==> src/rtl/uart_pkg.sv <==
`default_nettype none
// ============================================================================
// Module : uart_pkg
// Brief  : Shared UART definitions: FSM state encoding, oversampling ratio
//          and default frame constants used by both transmitter and receiver.
// Rev    : 1.0  initial release
// ============================================================================
package uart_pkg;

   typedef enum logic [2:0] {
      IDLE   = 3'd0,
      START  = 3'd1,
      DATA   = 3'd2,
      STOP   = 3'd3,
      PARITY = 3'd4
   } uart_state_t;

   localparam int OVERSAMPLE      = 16;
   localparam int DBIT_DEFAULT    = 8;
   localparam int SB_TICK_DEFAULT = 16;

   function automatic int max_int(input int a, input int b);
      return (a > b) ? a : b;
   endfunction

endpackage
`default_nettype wire

==> src/rtl/uart_tx.sv <==
`default_nettype none
// ============================================================================
// Module : uart_tx
// Brief  : UART transmitter paced by a 16x oversampling tick. Define
//          UART_TX_PARITY_EN to insert one even-parity bit before the stop bits.
// Rev    : 1.0  initial release
// ============================================================================
module uart_tx
   import uart_pkg::*;
#(
   parameter int DBIT    = DBIT_DEFAULT,
   parameter int SB_TICK = SB_TICK_DEFAULT
)
(
   input  logic            clk,
   input  logic            reset,
   input  logic            baud,
   input  logic            tx_start,
   input  logic [DBIT-1:0] d_in,
   output logic            tx,
   output logic            tx_busy,
   output logic            tx_done
);

   localparam int c_tick_w = $clog2(max_int(OVERSAMPLE, SB_TICK));
   localparam int c_bit_w  = (DBIT > 1) ? $clog2(DBIT) : 1;

   localparam logic [c_tick_w-1:0] c_os_last   = c_tick_w'(OVERSAMPLE - 1);
   localparam logic [c_tick_w-1:0] c_stop_last = c_tick_w'(SB_TICK - 1);
   localparam logic [c_bit_w-1:0]  c_bit_last  = c_bit_w'(DBIT - 1);

   uart_state_t         r_state, w_state_next;
   logic [c_tick_w-1:0] r_tick,  w_tick_next;
   logic [c_bit_w-1:0]  r_bit,   w_bit_next;
   logic [DBIT-1:0]     r_shift, w_shift_next;
   logic                r_tx,    w_tx_next;
   logic                r_busy;
   logic                r_done,  w_done_next;

`ifdef UART_TX_PARITY_EN
   // Parity is taken from the byte at acceptance, since the shift register is consumed.
   logic r_parity;

   always_ff @(posedge clk or posedge reset) begin
      if (reset)
         r_parity <= 1'b0;
      else if (r_state == IDLE && tx_start)
         r_parity <= ^d_in;
   end
`endif

   always_comb begin
      w_state_next = r_state;
      w_tick_next  = r_tick;
      w_bit_next   = r_bit;
      w_shift_next = r_shift;
      w_done_next  = 1'b0;

      case (r_state)
         IDLE: begin
            if (tx_start) begin
               w_state_next = START;
               w_tick_next  = '0;
               w_shift_next = d_in;
            end
         end
         START: begin
            if (baud) begin
               if (r_tick == c_os_last) begin
                  w_tick_next  = '0;
                  w_bit_next   = '0;
                  w_state_next = DATA;
               end else begin
                  w_tick_next = r_tick + 1'b1;
               end
            end
         end
         DATA: begin
            if (baud) begin
               if (r_tick == c_os_last) begin
                  w_tick_next  = '0;
                  w_shift_next = r_shift >> 1;
                  if (r_bit == c_bit_last) begin
`ifdef UART_TX_PARITY_EN
                     w_state_next = PARITY;
`else
                     w_state_next = STOP;
`endif
                  end else begin
                     w_bit_next = r_bit + 1'b1;
                  end
               end else begin
                  w_tick_next = r_tick + 1'b1;
               end
            end
         end
`ifdef UART_TX_PARITY_EN
         PARITY: begin
            if (baud) begin
               if (r_tick == c_os_last) begin
                  w_tick_next  = '0;
                  w_state_next = STOP;
               end else begin
                  w_tick_next = r_tick + 1'b1;
               end
            end
         end
`endif
         STOP: begin
            if (baud) begin
               if (r_tick == c_stop_last) begin
                  w_tick_next  = '0;
                  w_state_next = IDLE;
                  w_done_next  = 1'b1;
               end else begin
                  w_tick_next = r_tick + 1'b1;
               end
            end
         end
         default: begin
            w_state_next = IDLE;
         end
      endcase
   end

   // Line level follows the state being entered so tx changes on the same edge as state.
   always_comb begin
      w_tx_next = 1'b1;
      case (w_state_next)
         START:   w_tx_next = 1'b0;
         DATA:    w_tx_next = w_shift_next[0];
`ifdef UART_TX_PARITY_EN
         PARITY:  w_tx_next = r_parity;
`endif
         default: w_tx_next = 1'b1;
      endcase
   end

   always_ff @(posedge clk or posedge reset) begin
      if (reset) begin
         r_state <= IDLE;
         r_tick  <= '0;
         r_bit   <= '0;
         r_shift <= '0;
         r_tx    <= 1'b1;
         r_busy  <= 1'b0;
         r_done  <= 1'b0;
      end else begin
         r_state <= w_state_next;
         r_tick  <= w_tick_next;
         r_bit   <= w_bit_next;
         r_shift <= w_shift_next;
         r_tx    <= w_tx_next;
         r_busy  <= (w_state_next != IDLE);
         r_done  <= w_done_next;
      end
   end

   assign tx      = r_tx;
   assign tx_busy = r_busy;
   assign tx_done = r_done;

endmodule
`default_nettype wire

==> config.mk <==
export PLATFORM = sky130hd
export DESIGN_NAME = uart_tx
export DESIGN_NICKNAME = d
export VERILOG_FILES = /design/src/rtl/uart_pkg.sv /design/src/rtl/uart_tx.sv
export SDC_FILE = /design/constraint.sdc
export NUM_CORES = 1
export LEC_CHECK = 0
export ABC_AREA = 1
export BUFFER_PORTS_ARGS = -buffer_cell sky130_fd_sc_hd__buf_2
export CORE_MARGIN = 2
export CORE_UTILIZATION = 45
export CTS_CLUSTER_SIZE = 20
export DETAILED_ROUTE_END_ITERATION = 12
export GPL_TIMING_DRIVEN = 0
export RECOVER_POWER = 50
export SKIP_CTS_REPAIR_TIMING = 1
export SYNTH_ARGS = -nofsm -noshare
export SYNTH_HDL_FRONTEND = slang
export SYNTH_SLANG_ARGS = --single-unit
export TNS_END_PERCENT = 30
==> constraint.sdc <==
create_clock -name clk -period 3 [get_ports clk]
set_input_delay 0.3 -clock clk [delete_from_list [all_inputs] [get_ports clk]]
set_output_delay 0.3 -clock clk [all_outputs]
set_load 0.005 [all_outputs]
==> results.toml <==
[logic_synthesis]
synth_cells = 123
ys_seq_area_share_pct = 47.6
netlist_area_um2 = 1110
netlist-cell-type-count = 24
ys_warn_count = 0
synth_area_per_cell_um2 = 8.99
mappedNetlistNets = 138
ys_seq_elements = 21

[route]
dr.first_iter.drc_count = 14
antenna_left = 0
drtPass1Iterations = 4
drc = 0
num_vias = 856
routedWlPerCell_um = 12.5
viasPerCell = 5.07
drt_wl_total_mm = 2.12

[finish]
multi_input_area_um2 = 519
syn2layout_area_growth_pct = 11.8
fillers = 218
nets = 157
layout.cells.most_common = "nand2_1"
final-seq-area_um2 = 527
fin_util_pct = 54.3
drive_gt1_share_pct = 25.5
layout_common_cells = "26 x nand2_1, 20 x dfrtp_1, 15 x inv_1"
antenna_cells = 0
stdcell_count = 169

[critical_path]
cp.depth = 7
r2r-start = "r_tick[0]"
r2r_end = "r_bit[0]"
arrival_ps = 1740
critPathKind = "register to register"
worst_path_max_delay_cell = "dfrtp_1"
reg2regPathDepth = 7
end_kind = "register"
crit_path_cell_trace = "ha_1 > nand3_2 > nor2_4 > nand2_2 > a21boi_1 > nand2_1 > o21ai_1"
cp_slowest_stage_delay_ps = 410
critPathBufInv = 0
critical_path_required_ps = 3230
cp_top_family = "flip-flops"
start_kind = "register"
worst-path-max-fanout = 4
startpoint = "r_tick[0]"
cp-endpoint = "r_bit[0]"
r2r_slack_ps = 1500

[pwr]
switchingPower_mw = 0.155
leakage_nw = 0.642
irDropWorstVdd_mv = 0.341
clkPwrFrac_pct = 25.2
powerDensity_nw_per_um2 = 447
p_seq_share_pct = 59.3
p_int_mw = 0.398
power_frac_comb_pct = 15.5
switching_share_pct = 28.0

[timing]
tightest_slew_ps = 799
hold_slack_ps = 119
rsz0062_at_grt = "false"
period_needed_ps = 1500
setup_viol = 0
setup-tns-final_ps = 0
post-route-period-util_pct = 50.1
fin_ws_ps = 1500
slew_headroom_pct = 46.7
finClkSkew_ps = 10.1
maxSlewViolCount = 0
fmax_ghz = 0.666
hold_violations = 0

[global_routing]
grt_pass1_vias = 853
busiest_layer = "met2"
antenna_found_initial = 0
grt_util_met2_pct = 30.7
gr-total-overflow = 0
met1_usage_pct = 22.1
grt_use_total_pct = 17.6
grtUsageMet3_pct = 3.33
grt_start_max_net_pins = 22
grt_pass1_wl_mm = 3.64

[outcome]
outcome = "completed"

[placed_design]
place_ws_ps = 1510
placedCellCount = 165
io_buffers = 14
hpwl_mm = 1.58
gp_congestion = 0.730

[clock_network]
cts_tree = "yes"
ctsLongestPathBuffers = 2
htreeDepth = 1
cts_buffers = 3
insertion_delay_ps = 310
cts-root-buf = "clkbuf_4"
clk_pin_slew_ps = 120
clkSinkCount = 21

[floorplan]
fp.dieW_um = 53.6
fp-row-count = 17
dieArea_um2 = 2870
start_util_pct = 48.6
die_h_um = 53.6
core-area_um2 = 2280
io_pins = 15

[flow_run]
maxCapViolations = 0

[min_path]
hp-class = "input pin to async pin"
-- power groups by stage --
stage	sequential (mW)	clock, mW	combinational, mW
final	0.328	0.139	0.0856
after global routing	0.330	0.154	0.0982
after CTS	0.328	0.142	0.0877
after detailed placement	0.334	0	0.0872
after global placement	0.332	0	0.0850
after floorplan	0.331	0	0.0622
-- cell type report --
class / instances / share of cell area, %
timing repair buffer: 14 / 5.57
tap: 28 / 2.83
inverter: 16 / 4.86
multi-input combinational: 86 / 42.0
sequential: 21 / 42.6
clock buffer: 4 / 2.13
-- state kept, by name (all words and copies together) (netlist names) --
register  cells
r_tick        4
r_shift       8
tx_busy       1
tx_done       1
r_bit         3
r_state       3
tx            1
-- synthesized netlist by cell type --
| library cell | number | area share, % |
|---|---|---|
| nand3_1 | 11 | 5.0 |
| nor2_1 | 6 | 2.0 |
| o21ai_1 | 1 | 0.45 |
| o21ai_4 | 1 | 1.5 |
| nor3_1 | 1 | 0.45 |
| nand2_1 | 26 | 8.8 |
| o211ai_1 | 4 | 2.7 |
| a21boi_1 | 1 | 0.68 |
| conb_1 | 1 | 0.34 |
| nand4_4 | 1 | 1.9 |
| dfrtp_1 | 20 | 45 |
| nor2_2 | 4 | 2.3 |
| ha_1 | 3 | 3.4 |
| nand2_2 | 3 | 1.7 |
| nand2_4 | 3 | 3.1 |
| nand3_2 | 4 | 3.6 |
| o21ai_0 | 4 | 1.8 |
| a21oi_1 | 6 | 2.7 |
| nand4_1 | 2 | 1.1 |
| a22oi_1 | 2 | 1.4 |
| inv_2 | 1 | 0.34 |
| inv_1 | 15 | 5.1 |
| dfstp_2 | 1 | 2.4 |
| nor2_4 | 2 | 2.0 |
-- worst register-to-register path: cells and delay by family, from the launching register on --
kind / cells / cell delay, ps
AO/OA/AOI/OAI: 2 / 350
adder cells (fa/ha/maj): 1 / 280
flip-flops: 1 / 410
AND/OR/NAND/NOR: 4 / 410
-- worst min path at each step --
stage	startpoint	to	slack [ps]	cells after the start
after CTS	reset	tx_done	150	2
final	reset	tx_done	120	2
after detailed placement	r_bit[1]	r_bit[1]	470	2
after floorplan	reset	r_bit[0]	280	1
after global placement	r_bit[1]	r_bit[1]	460	2
after global routing	reset	tx_done	200	2
-- per-layer routing --
layer	share of wire [%]	up-vias
li1	-	437
met1	49	405
met2	47	12
met3	2.9	2
met4	0.90	0
met5	0	-
-- kinds of logic after synthesis --
logic type	after synthesis	share of synthesized area [%]
buffers and inverters	16	5.43
other	1	0.339
adders and majority gates	3	3.39
AOI/OAI and AO/OA	19	11.2
and+or+nand+nor	63	32.0
DFF	21	47.6
-- per-stage QoR --
stage	total power [mW]	area (um^2)
global placement	0.417	1210
CTS	0.557	1240
detailed placement	0.421	1210
floorplan	0.393	1110
global route	0.582	1240
finish	0.553	1240
No activity file was read; power rests on OpenSTA's default activity.
